===== src/rtl/pairing_result_uart_tx_if.sv =====
// Bus bundle between the pairing core read port, the readout engine and the
// host-side controls. The slave modport is the readout engine; the master
// modport is whatever drives it (controller plus the core's read data).
`timescale 1ns/1ps

interface pairing_result_uart_tx_if #(
  parameter int DATA_W = 304,
  parameter int ADDR_W = 8
);
  logic              start;
  logic [ADDR_W-1:0] first_addr;
  logic [ADDR_W-1:0] word_count;
  logic [ADDR_W-1:0] extout_addr;
  logic [DATA_W-1:0] extout_data;
  logic              uart_txd;
  logic              busy;
  logic              done;

  modport master (
    output start, first_addr, word_count, extout_data,
    input  extout_addr, uart_txd, busy, done
  );

  modport slave (
    input  start, first_addr, word_count, extout_data,
    output extout_addr, uart_txd, busy, done
  );
endinterface


===== src/rtl/pairing_result_uart_tx.sv =====
// Result-readout engine: walks a range of extout_addr words, captures each
// word once, and sends it MSB-byte first as 8N1 UART frames on uart_txd.
// All outputs are registered; their next values are decoded from the
// next-state logic so the serial line never glitches.
`timescale 1ns/1ps

module pairing_result_uart_tx #(
  parameter int DATA_W       = 304,
  parameter int ADDR_W       = 8,
  parameter int CLKS_PER_BIT = 868,
  parameter int RD_LAT       = 1
) (
  input  logic                      clk,
  input  logic                      rstn,
  pairing_result_uart_tx_if.slave   bus
);

  localparam int NB      = (DATA_W + 7) / 8;
  localparam int SH_W    = NB * 8;
  localparam int CNT_MAX = (CLKS_PER_BIT > RD_LAT) ? CLKS_PER_BIT : RD_LAT;
  localparam int CNT_W   = $clog2(CNT_MAX);
  localparam int BYTE_W  = (NB > 1) ? $clog2(NB) : 1;

  typedef enum logic [2:0] {
    S_IDLE, S_FETCH, S_LOAD, S_START_BIT, S_DATA_BITS, S_STOP_BIT, S_DONE
  } state_t;

  state_t            state_q, state_d;
  logic [CNT_W-1:0]  cnt_q, cnt_d;     // baud / read-latency counter
  logic [2:0]        bit_q, bit_d;     // data bit index within a frame
  logic [BYTE_W-1:0] byte_q, byte_d;   // bytes left in the word after this one
  logic [ADDR_W-1:0] word_q, word_d;   // words left including the current one
  logic [ADDR_W-1:0] addr_q, addr_d;
  logic [SH_W-1:0]   shreg_q, shreg_d;
  logic              txd_q, txd_d;
  logic              busy_q, busy_d;
  logic              done_q, done_d;
  logic [7:0]        top_byte;
  logic              tick;
  logic              fetch_end;

  assign tick      = (cnt_q == CNT_W'(CLKS_PER_BIT - 1));
  assign fetch_end = (cnt_q == CNT_W'(RD_LAT - 1));

  // Next-state, datapath and registered-output decode.
  always_comb begin
    // NOTE: every signal gets a default first so no path through the case
    // leaves one unassigned, which would otherwise infer a latch.
    state_d  = state_q;
    cnt_d    = cnt_q;
    bit_d    = bit_q;
    byte_d   = byte_q;
    word_d   = word_q;
    addr_d   = addr_q;
    shreg_d  = shreg_q;
    top_byte = 8'h00;
    txd_d    = 1'b1;

    unique case (state_q)
      S_IDLE: begin
        if (bus.start) begin
          addr_d  = bus.first_addr;
          word_d  = bus.word_count;
          cnt_d   = '0;
          state_d = (bus.word_count == '0) ? S_DONE : S_FETCH;
        end
      end
      S_FETCH: begin
        if (fetch_end) begin
          cnt_d   = '0;
          state_d = S_LOAD;
        end else begin
          cnt_d = cnt_q + CNT_W'(1);
        end
      end
      S_LOAD: begin
        shreg_d = SH_W'(bus.extout_data);
        byte_d  = BYTE_W'(NB - 1);
        cnt_d   = '0;
        state_d = S_START_BIT;
      end
      S_START_BIT: begin
        if (tick) begin
          cnt_d   = '0;
          bit_d   = 3'd0;
          state_d = S_DATA_BITS;
        end else begin
          cnt_d = cnt_q + CNT_W'(1);
        end
      end
      S_DATA_BITS: begin
        if (tick) begin
          cnt_d = '0;
          if (bit_q == 3'd7) state_d = S_STOP_BIT;
          else               bit_d   = bit_q + 3'd1;
        end else begin
          cnt_d = cnt_q + CNT_W'(1);
        end
      end
      S_STOP_BIT: begin
        if (tick) begin
          cnt_d = '0;
          if (byte_q != '0) begin
            shreg_d = shreg_q << 8;
            byte_d  = byte_q - BYTE_W'(1);
            state_d = S_START_BIT;
          end else if (word_q > ADDR_W'(1)) begin
            addr_d  = addr_q + ADDR_W'(1);
            word_d  = word_q - ADDR_W'(1);
            state_d = S_FETCH;
          end else begin
            state_d = S_DONE;
          end
        end else begin
          cnt_d = cnt_q + CNT_W'(1);
        end
      end
      S_DONE: begin
        state_d = S_IDLE;
      end
      default: state_d = S_IDLE;
    endcase

    // Line level for the coming cycle, taken from the coming state.
    top_byte = shreg_d[SH_W-1 -: 8];
    if (state_d == S_START_BIT)      txd_d = 1'b0;
    else if (state_d == S_DATA_BITS) txd_d = top_byte[bit_d];

    busy_d = (state_d != S_IDLE) && (state_d != S_DONE);
    done_d = (state_d == S_DONE);
  end

  // State, datapath and output registers; async reset forces the line idle.
  always_ff @(posedge clk or negedge rstn) begin
    if (!rstn) begin
      // NOTE: the shift register is reset along with control so the whole
      // block has one defined reset state; it holds no array, so this is free.
      state_q <= S_IDLE;
      cnt_q   <= '0;
      bit_q   <= '0;
      byte_q  <= '0;
      word_q  <= '0;
      addr_q  <= '0;
      shreg_q <= '0;
      txd_q   <= 1'b1;
      busy_q  <= 1'b0;
      done_q  <= 1'b0;
    end else begin
      // NOTE: non-blocking updates so every register samples the values
      // from before this edge, independent of statement order.
      state_q <= state_d;
      cnt_q   <= cnt_d;
      bit_q   <= bit_d;
      byte_q  <= byte_d;
      word_q  <= word_d;
      addr_q  <= addr_d;
      shreg_q <= shreg_d;
      txd_q   <= txd_d;
      busy_q  <= busy_d;
      done_q  <= done_d;
    end
  end

  assign bus.extout_addr = addr_q;
  assign bus.uart_txd    = txd_q;
  assign bus.busy        = busy_q;
  assign bus.done        = done_q;

endmodule


===== src/flat_wrapper.sv =====
// flat-port wrapper written by rule: the top's interface ports become plain ports
module pairing_result_uart_tx_flat 
#(
  parameter int DATA_W       = 304,
  parameter int ADDR_W       = 8,
  parameter int CLKS_PER_BIT = 868,
  parameter int RD_LAT       = 1
)
  (clk, rstn, bus_start, bus_first_addr, bus_word_count, bus_extout_data, bus_extout_addr, bus_uart_txd, bus_busy, bus_done);
  pairing_result_uart_tx_if #(.DATA_W(DATA_W), .ADDR_W(ADDR_W)) bus_i ();
  input  logic clk;
  input  logic rstn;
  input wire logic [$bits(bus_i.start)-1:0] bus_start;
  input wire logic [$bits(bus_i.first_addr)-1:0] bus_first_addr;
  input wire logic [$bits(bus_i.word_count)-1:0] bus_word_count;
  input wire logic [$bits(bus_i.extout_data)-1:0] bus_extout_data;
  output wire logic [$bits(bus_i.extout_addr)-1:0] bus_extout_addr;
  output wire logic [$bits(bus_i.uart_txd)-1:0] bus_uart_txd;
  output wire logic [$bits(bus_i.busy)-1:0] bus_busy;
  output wire logic [$bits(bus_i.done)-1:0] bus_done;
  assign bus_i.start = bus_start;
  assign bus_i.first_addr = bus_first_addr;
  assign bus_i.word_count = bus_word_count;
  assign bus_i.extout_data = bus_extout_data;
  assign bus_extout_addr = bus_i.extout_addr;
  assign bus_uart_txd = bus_i.uart_txd;
  assign bus_busy = bus_i.busy;
  assign bus_done = bus_i.done;
  pairing_result_uart_tx #(.DATA_W(DATA_W), .ADDR_W(ADDR_W), .CLKS_PER_BIT(CLKS_PER_BIT), .RD_LAT(RD_LAT)) u_core (.clk(clk), .rstn(rstn), .bus(bus_i));
endmodule

===== config.mk =====
export PLATFORM = sky130hd
export DESIGN_NAME = pairing_result_uart_tx_flat
export DESIGN_NICKNAME = d
export VERILOG_FILES = /design/src/rtl/pairing_result_uart_tx_if.sv /design/src/rtl/pairing_result_uart_tx.sv /design/src/flat_wrapper.sv
export SDC_FILE = /design/constraint.sdc
export NUM_CORES = 1
export LEC_CHECK = 0
export BUFFER_PORTS_ARGS = -buffer_cell sky130_fd_sc_hd__buf_4
export CORE_MARGIN = 8
export CORE_UTILIZATION = 50
export CTS_CLUSTER_DIAMETER = 150
export DETAILED_ROUTE_END_ITERATION = 6
export PLACE_DENSITY = 0.71
export SLEW_MARGIN = 20
export SYNTH_ARGS = -nofsm -noshare
export SYNTH_HDL_FRONTEND = slang
export SYNTH_SLANG_ARGS = --single-unit

===== constraint.sdc =====
create_clock -name clk -period 3.2 [get_ports clk]
set_input_delay 0.48 -clock clk [delete_from_list [all_inputs] [get_ports clk]]
set_output_delay 0.48 -clock clk [all_outputs]
set_load 0.1 [all_outputs]

After elaboration in Yosys (flattened, before gate mapping) --
Cells that the tools add are included.
Storage, ports and cells: bits in registers 345, bits in latches 0, RAM bits 0, ROM bits 0, bits of input ports 323, output and inout port bits 11, word-level logic and storage cells 85, memories kept 0
Operators by class: $add $sub $neg 5, multiply operators 0, div/mod/pow operators 0, order comparisons 2, eq/ne operators 16, shift operators 0, multiplexer cells 38, bitwise gates (word level) 0, reduce and logical (&&, ||, !) cells 13
Operators with widths (number):
- 304-bit two-way mux | 2
- 304-bit one-hot mux with 2 select lines | 1
- 8-bit two-way mux | 8
- 10-bit one-hot mux with 4 select lines | 1
- 3-bit two-way mux | 12
- 8-bit one-hot mux with 2 select lines | 2
- 10-bit two-way mux | 3
- 3-bit one-hot mux with 6 select lines | 1
- 3-bit == test (second input constant) | 5
- 6-bit two-way mux | 2
- 6-bit one-hot mux with 2 select lines | 1
- 10-bit by 1-bit adder with 10-bit output (second input constant) | 1
- 10-bit == test (second input constant) | 1
- 10-bit logical NOT | 1
- 3-bit by 2-bit == test with 1-bit output (second input constant) | 3
- 8-bit by 1-bit adder with 8-bit output (second input constant) | 1
- 8-bit by 1-bit > comparator with 1-bit output (second input constant) | 1
- 8-bit logical NOT | 1
- 8-bit by 1-bit subtractor with 8-bit output (second input constant) | 1
- 2-bit by 1-bit inequality test with 1-bit output (second input constant) | 3
- 3-bit one-hot mux with 2 select lines | 1
- 6-bit nonzero test | 1
- 6-bit by 1-bit subtractor with 6-bit output (second input constant) | 1
- 5-bit AND reduction | 1
- other kinds (15) | 19

Longest topological paths before layout --
Gate-level depths: netlist of the first run.
depth in word-level cells 8, depth in mapped cells 10, gate-level depth less buffers 8

Worst setup path after synthesis of the first run --
OpenSTA, ideal clock, no wires.
kind reg-to-reg, start register u_core.cnt_q[0], end register u_core.txd_q (netlist: u_core.bus.uart_txd), setup time 0.088 ns, arrival time 2.299 ns, data required time 3.112 ns, slack 0.813 ns, cell stages (with the launch flop) 10, buffers on the path 1, clock period less this slack 2.387 ns, cells stage by stage dfrtp_1 ha_1 and4_4 and3_1 buf_6 a221o_1 a211o_1 or3b_1 a31oi_1 a31oi_1
Between the ends: elaborated cells between the ends (all ways) 18, classes of those cells eq/ne (3); mux (14); reduce/logical (1)
RTL lines:
- from (decl) | line pairing_result_uart_tx.sv:29 | logic [CNT_W-1:0] cnt_q, cnt_d;
- from (signal assigned) | line pairing_result_uart_tx.sv:152 | cnt_q <= cnt_d;
- 10-bit == test or 10-bit logical NOT (tied branches) | line pairing_result_uart_tx.sv:42, pairing_result_uart_tx.sv:43
- 3-bit two-way mux, on equally long branches
- 3-bit one-hot mux with 6 select lines * | line pairing_result_uart_tx.sv:59 | unique case (state_q)
- net u_core.state_d[0] | line pairing_result_uart_tx.sv:28 | state_t state_q, state_d;
- 3-bit == test | line pairing_result_uart_tx.sv:127 | else if (state_d == S_DATA_BITS) txd_d = top_byte[bit_d];
- 1-bit two-way mux | line pairing_result_uart_tx.sv:127
- 1-bit two-way mux * | line pairing_result_uart_tx.sv:126 | if (state_d == S_START_BIT) txd_d = 1'b0;
- net u_core.txd_d | line pairing_result_uart_tx.sv:35 | logic txd_q, txd_d;
- to (signal assigned) | line pairing_result_uart_tx.sv:158 | txd_q <= txd_d;
- to (decl) | line pairing_result_uart_tx.sv:35
Mark *: on every way through the listed nets, which the timed path passes. The rest lies on a longest branch. The select of a mux whose other input is x is not followed. A chain may end at the register's enable or synchronous reset.

Worst setup path after layout of the first run --
start register u_core.cnt_q[3], end register u_core.txd_q (netlist: u_core.bus.uart_txd)
Between the ends: cells in the longest elaborated chain, start to end 7, elaborated cells between the ends (all ways) 18, classes of those cells eq/ne (3); mux (14); reduce/logical (1)
RTL lines:
- 10-bit == test | line pairing_result_uart_tx.sv:42 | assign tick = (cnt_q == CNT_W'(CLKS_PER_BIT - 1));
- 304-bit two-way mux, or another cell as far along | line pairing_result_uart_tx.sv:101 | if (tick) begin
- 304-bit one-hot mux with 2 select lines or 3-bit one-hot mux with 2 select lines (tied branches) | line pairing_result_uart_tx.sv:59
- 1-bit binary-select mux with 3-bit select | line pairing_result_uart_tx.sv:127
- 1-bit two-way mux (implied by the code) | line pairing_result_uart_tx.sv:127
- 1-bit two-way mux | line pairing_result_uart_tx.sv:127
- 1-bit two-way mux * | line pairing_result_uart_tx.sv:126
- net u_core.txd_d | line pairing_result_uart_tx.sv:35
Marked as above.

==> results.txt, run 1 <==
Final setup fails - 0
I/O Pins - 334
Dpl cells - 2243
Yosys cell types - 59
Num rows - 63
Die Wd - 190 um
Worst reg2reg setup slack - 410 ps
Post-layout min period - 2790 ps
Crit path DAT - 3210 ps
CTS sink count - 345
RSZ-0062 raised after global routing - false
Die height - 190 um
FILL cells - 2492
CTS max path bufs - 3
Max Fclk - 359 MHz
Net count, final - 2223
DR pass1 iterations - 5
Sequential cell area fraction in the yosys report - 0.570
Clock Latency Late Sink - 510 ps
Final Non-Filler Cells - 2309
HP Class - in -> async
Worst Max-Slew Pin Slew - 814 ps
DIE AREA - 36100 um2
Worst r2r dst - u_core.bus.uart_txd
CTS tree - yes
PortBufs - 333
Leak Pwr - 9.70 nW
Cells after synthesis - 1606
CP Capture Type - register
Max VDD drop - 0.583 mV
Critical path fanouts, max - 67
CP Depth - 8
Syn avg cell area - 9.43 um2
Gpl congestion - 0.905
Critical-path cell list - nor4_4 > nand3_2 > nor3_4 > buf_12 > a22oi_1 > a31oi_1 > a22oi_1 > a31oi_1
Period utilisation layout - 0.871
Post-DR wirelength/cell - 19.2 um
Synthesis Warnings - 0
DRT Wirelength - 44200 um
Clock transition at path regs - 60 ps
Area of the mapped netlist - 15100 um2
Post-DP HPWL - 30900 um
Rel. slew slack - 0.457
Reg2reg start - u_core.cnt_q[3]
Syn nets - 1936
Largest net degree at the start of global routing - 170
Synth Flop Type - dfrtp_1
WP buf/inv - 1
First-pass GRT wire length - 70700 um
Post-layout util - 0.648
Yosys reg bits - 345
Residual DRC - 0
Total gr overflow - 0
Clk_skew - 13.4 ps
Slew Viols, Final - 0
Core area - 29700 um2
Root buf cell - clkbuf_16
Largest area contributor in the netlist - dfrtp_1
Status - complete, no violations
Pwr dens - 899 nW/um2
Total vias in the final route - 12900
All-Layer GR Usage - 0.241
CP startpoint kind - register
Initial DRC count - 1168
Post-synth top area share - 0.569
CTS resizes - 0
Post-synth EDFFs - 0
Setup CP Type - reg -> reg
Via density - 5.61
Hold Buf Count CTS - 0
End of the critical path - u_core.bus.uart_txd
Max Cap Viol - 0
Setup TNS - 0 ps
Crit path launch - u_core.cnt_q[3]
Worst path max stage delay - 560 ps
Vias in the first global route - 13300
CTS H-tree lvls - 2
CP top delay family - simple AND/OR/NAND/NOR gates
Final hold vios - 0
Asr flop ratio synth - 1.00
Initial antenna violation count - 1
Initial core utilization - 0.510
Num CTS Buffers - 38
Area delta synth->final - 27.1%
DRT antenna net count - 0
Post-CTS Setup Bufs - 0
FF-to-FF path depth - 8
Largest cells by area after synthesis - dfrtp_1, nand2_1, a22oi_1, buf_2, clkbuf_1
Crit path required time - 3630 ps
CP max-delay cell - nor3_4
Layout cells sized above 1 - 0.225
[cell usage after synthesis, drive strengths merged, types with 4 or more instances]
| master | n |
|---|---|
| nand4 | 4 |
| a21oi | 24 |
| and3 | 7 |
| clkbuf | 61 |
| dfrtp | 344 |
| nor2b | 7 |
| o31ai | 4 |
| nor2 | 25 |
| nand3 | 14 |
| a22oi | 293 |
| inv | 12 |
| a31oi | 10 |
| buf | 54 |
| a221o | 6 |
| nand2 | 618 |
| nor3 | 11 |
| nor4 | 7 |
| ha | 7 |
| and2 | 10 |
| o21ai | 45 |
[worst register-to-register path: stages, from the launching register on]
cell,delay (ps)
dfrtp_1,450
nor4_4,500
nand3_2,250
nor3_4,560
buf_12,350
a22oi_1,160
a31oi_1,170
a22oi_1,100
a31oi_1,150
[cells by family after synthesis]
family,Yosys count,synth area share
simple gates,718,0.193
compound gates,400,0.189
flops,345,0.570
buf+inv,127,0.0362
fa+ha+maj,7,0.00578
xor+xnor,5,0.00289
mux,4,0.00273
[per-layer routing]
metal / global-route usage / vias to the layer above / routed length (um) / part of all wire
met5: 0 / - / 0 / 0
met4: 0.0628 / 0 / 882 / 0.020
met3: 0.0941 / 63 / 4750 / 0.11
met2: 0.372 / 450 / 20800 / 0.47
met1: 0.312 / 6284 / 17800 / 0.40
li1: - / 6152 / - / -
[metrics by stage]
| stage | hold slack, ps | power (mW) | setup WS (ps) | instance area [um2] |
|---|---|---|---|---|
| floorplan | 184 | 11.3 | 813 | 15100 |
| global placement | 457 | 12.7 | 556 | 18000 |
| detailed placement | 463 | 13.0 | 478 | 18000 |
| CTS | 23.0 | 17.4 | 437 | 19200 |
| global route | 61.3 | 18.6 | 235 | 19200 |
| finish | 17.0 | 17.3 | 414 | 19200 |
[worst min-delay path by stage]
stage	startpoint	endpoint	slack [ps]
6_report	rstn	u_core.shreg_q[259]	20
5_1_grt	rstn	u_core.shreg_q[248]	60
4_1_cts	rstn	u_core.shreg_q[215]	20
3_5_place_dp	u_core.shreg_q[149]	u_core.shreg_q[149]	460
3_3_place_gp	u_core.shreg_q[259]	u_core.shreg_q[259]	460
2_1_floorplan	rstn	u_core.bit_q[0]	180
[power by group]
| group | internal, mW | switching (mW) |
|---|---|---|
| Sequential | 6.42 | 1.28 |
| Clock | 2.69 | 1.69 |
| Combinational | 1.98 | 3.25 |
| Total | 11.1 | 6.21 |
[flip-flops by register name (all words and copies together), names as in the netlist]
| signal | flops |
|---|---|
| u_core.shreg_q | 304 |
| u_core.cnt_q | 10 |
| u_core.bus.extout_addr | 8 |
| u_core.word_q | 8 |
| u_core.byte_q | 6 |
| u_core.bit_q | 3 |
| u_core.state_q | 3 |
| u_core.bus.busy | 1 |
| u_core.bus.done | 1 |
| u_core.bus.uart_txd | 1 |
[cells in the final DEF, fill, tap and decap left out, types with 9 or more instances in the layout]
cell type / count
nand2_1: 618
buf_4: 352
dfrtp_1: 344
a22oi_1: 293
o21ai_0: 41
clkbuf_16: 41
nor2_1: 25
a21oi_1: 23
nand3_1: 13
inv_1: 12
and2_1: 10
a31oi_1: 10
clkbuf_1: 10
clkbuf_8: 9
buf_12: 9
[layout make-up]
cell class	instances	area [um2]	share of cell area
multi-input cells	1134	5980	0.311
well taps	390	488	0.0254
diodes	1	2.50	0.000130
clock inverters	5	75.1	0.00390
inverters	12	45.0	0.00234
repair buffers	362	2840	0.147
flip-flops and latches	345	8630	0.449
clock buffers	60	1190	0.0617
Note: power is estimated with default switching activity, not from simulation.
==> run 2, diff against run 1 <==
==> constraint.sdc (replaced) <==
create_clock -name clk -period 3.4 [get_ports clk]
set_input_delay 0.51 -clock clk [delete_from_list [all_inputs] [get_ports clk]]
set_output_delay 0.51 -clock clk [all_outputs]
set_load 0.1 [all_outputs]
==> results.txt, run 2 (synthesized netlist as in run 1, its figures left out) <==
Crit path required time - 3840 ps (was 3630 ps)
DRT Wirelength - 43800 um (was 44200 um)
Layout cells sized above 1 - 0.227 (was 0.225)
Critical-path cell list - nor4_4 > nand3_2 > nor3_4 > buf_4 > buf_12 > a22oi_1 > nand2_1 (was nor4_4 > nand3_2 > nor3_4 > buf_12 > a22oi_1 > a31oi_1 > a22oi_1 > a31oi_1)
Final setup fails - 0 (unchanged)
CTS H-tree lvls - 2 (unchanged)
Top reg by flops - u_core.shreg_q (unchanged)
Setup CP Type - reg -> reg (unchanged)
Post-layout util - 0.649 (was 0.648)
Crit path DAT - 3210 ps (about the same)
I/O Pins - 334 (unchanged)
Total vias in the final route - 12900 (about the same)
Period utilisation layout - 0.813 (was 0.871)
PortBufs - 333 (unchanged)
Initial core utilization - 0.510 (unchanged)
Gpl congestion - 0.885 (was 0.905)
Pwr Total - 16.3 mW (was 17.3 mW)
Via density - 5.57 (was 5.61)
Dpl cells - 2243 (unchanged)
Most common cell after layout, fill and taps aside - nand2_1 (unchanged)
CP startpoint kind - register (unchanged)
DR pass1 iterations - 5 (unchanged)
Sw frac - 0.358 (was 0.359)
Clk_skew - 15.5 ps (was 13.4 ps)
Flop pwr share - 0.443 (was 0.445)
Die Wd - 190 um (unchanged)
Initial antenna violation count - 1 (unchanged)
CP Capture Type - register (unchanged)
Slew Viols, Final - 0 (unchanged)
Total gr overflow - 0 (unchanged)
Pwr dens - 847 nW/um2 (was 899 nW/um2)
Residual DRC - 0 (unchanged)
Net Switching - 5.84 mW (was 6.21 mW)
CTS max path bufs - 3 (unchanged)
Clock Latency Late Sink - 520 ps (was 510 ps)
Critical path fanouts, max - 83 (was 67)
WP buf/inv - 2 (was 1)
Die height - 190 um (unchanged)
Final hold vios - 7 (was 0)
CTS sink count - 345 (unchanged)
Max Cap Viol - 0 (unchanged)
Rel. slew slack - 0.345 (was 0.457)
Power share of the combinational group - 0.299 (was 0.302)
Leak Pwr - 9.73 nW (was 9.70 nW)
Vias in the first global route - 13100 (was 13300)
Root buf cell - clkbuf_16 (unchanged)
RSZ-0062 raised after global routing - false (unchanged)
DRT antenna net count - 0 (unchanged)
CP top delay family - simple AND/OR/NAND/NOR gates (unchanged)
Num CTS Buffers - 38 (unchanged)
Num rows - 63 (unchanged)
Clock Power Share - 0.258 (was 0.253)
Area delta synth->final - 27.3% (was 27.1%)
HP Class - in -> async (unchanged)
Post-layout min period - 2760 ps (was 2790 ps)
Max Fclk - 362 MHz (was 359 MHz)
Largest net degree at the start of global routing - 98 (was 170)
Post-DP HPWL - 30400 um (was 30900 um)
Post-DR wirelength/cell - 19.0 um (was 19.2 um)
Worst Max-Slew Pin Slew - 983 ps (was 814 ps)
Setup TNS - 0 ps (unchanged)
Initial DRC count - 1065 (was 1168)
Status - finished, violations left (was complete, no violations)
Clock transition at path regs - 60 ps (about the same)
Core area - 29700 um2 (unchanged)
Max VDD drop - 0.422 mV (was 0.583 mV)
Failing checks - negative hold slack
First-pass GRT wire length - 69800 um (was 70700 um)
Hold Buf Count CTS - 0 (unchanged)
Leading cell types in the layout, fill and taps excluded - nand2_1, buf_4, dfrtp_1, a22oi_1 (unchanged)
DIE AREA - 36100 um2 (unchanged)
Max reg flops - 304 (unchanged)
Cell internal pwr - 10.5 mW (was 11.1 mW)
Worst path max stage delay - 600 ps (was 560 ps)
CP max-delay cell - nor3_4 (unchanged)
Post-CTS Setup Bufs - 0 (unchanged)
Biggest regs - u_core.shreg_q x304, u_core.cnt_q x10 (unchanged)
All-Layer GR Usage - 0.238 (was 0.241)
Final Hold Slack - -33.3 ps (was 17.0 ps)
CTS tree - yes (unchanged)
CTS resizes - 0 (unchanged)
Net count, final - 2223 (unchanged)
Final Non-Filler Cells - 2313 (was 2309)
-- run 2: cell count changes in the layout (fill, tap and decap cells not counted), sizes merged --
cell,previous run,this run
clkinv,3,7
-- run 2: final cells by class --
| class | instances | area [um2] |
|---|---|---|
| Multi-Input combinational cell | 1134 | 5980 |
| Timing Repair Buffer | 362 | 2830 |
| Clock buffer | 60 | 1210 |
| Sequential cell | 345 | 8630 |
| Antenna cell | 1 | 2.50 |
| Inverter | 12 | 45.0 |
| Tap cell | 390 | 488 |
| Clock inverter | 9 | 95.1 |
| Fill cell | 2435 | 10400 |
-- run 2: metal layers --
layer / up-vias / global-route usage / share of wire
met5: - / 0 / 0
met3: 53 / 0.0972 / 0.11
li1: 6158 / - / -
met4: 0 / 0.0643 / 0.022
met2: 477 / 0.361 / 0.46
met1: 6184 / 0.310 / 0.41
-- run 2: power by group through the flow --
| stage | sequential (mW) | clock (mW) | combinational, mW |
|---|---|---|---|
| 2_1_floorplan | 7.27 | 0 | 3.34 |
| 3_3_place_gp | 7.23 | 0 | 4.73 |
| 3_5_place_dp | 7.27 | 0 | 4.91 |
| 4_1_cts | 7.23 | 4.29 | 4.93 |
| 5_1_grt | 7.45 | 4.47 | 5.61 |
| 6_report | 7.24 | 4.21 | 4.88 |
-- run 2: stage by stage --
| step | setup WS [ps] | hold WS [ps] | cell area, um2 |
|---|---|---|---|
| 2_1_floorplan | 1010 | 214 | 15100 |
| 3_3_place_gp | 724 | 455 | 18000 |
| 3_5_place_dp | 672 | 458 | 18000 |
| 4_1_cts | 671 | 25.0 | 19300 |
| 5_1_grt | 336 | 44.0 | 19300 |
| 6_report | 636 | -33.3 | 19300 |
-- run 2: path summary, 6_finish.rpt --
| check | cells past startpoint | slack, ps | from | endpoint |
|---|---|---|---|---|
| setup / recovery | 7 | 640 | u_core.cnt_q[3] | u_core.shreg_q[187] |
| hold / removal | 1 | -30 | rstn | u_core.word_q[3] |
| setup reg to reg | 7 | 640 | u_core.cnt_q[3] | u_core.shreg_q[187] |
| hold reg to reg | 2 | 470 | u_core.shreg_q[159] | u_core.shreg_q[159] |
| max in group asynchronous | 2 | 2420 | rstn | u_core.shreg_q[177] |
| min in group clk | 3 | 210 | bus_extout_data[5] | u_core.shreg_q[5] |
-- run 2: worst reg2reg max path, delay by kind of cell, from the launching register on --
family	cells	cell delay, ps
AOI/OAI and AO/OA	1	230
buffers and inverters	2	610
DFF	1	450
and+or+nand+nor	4	1420
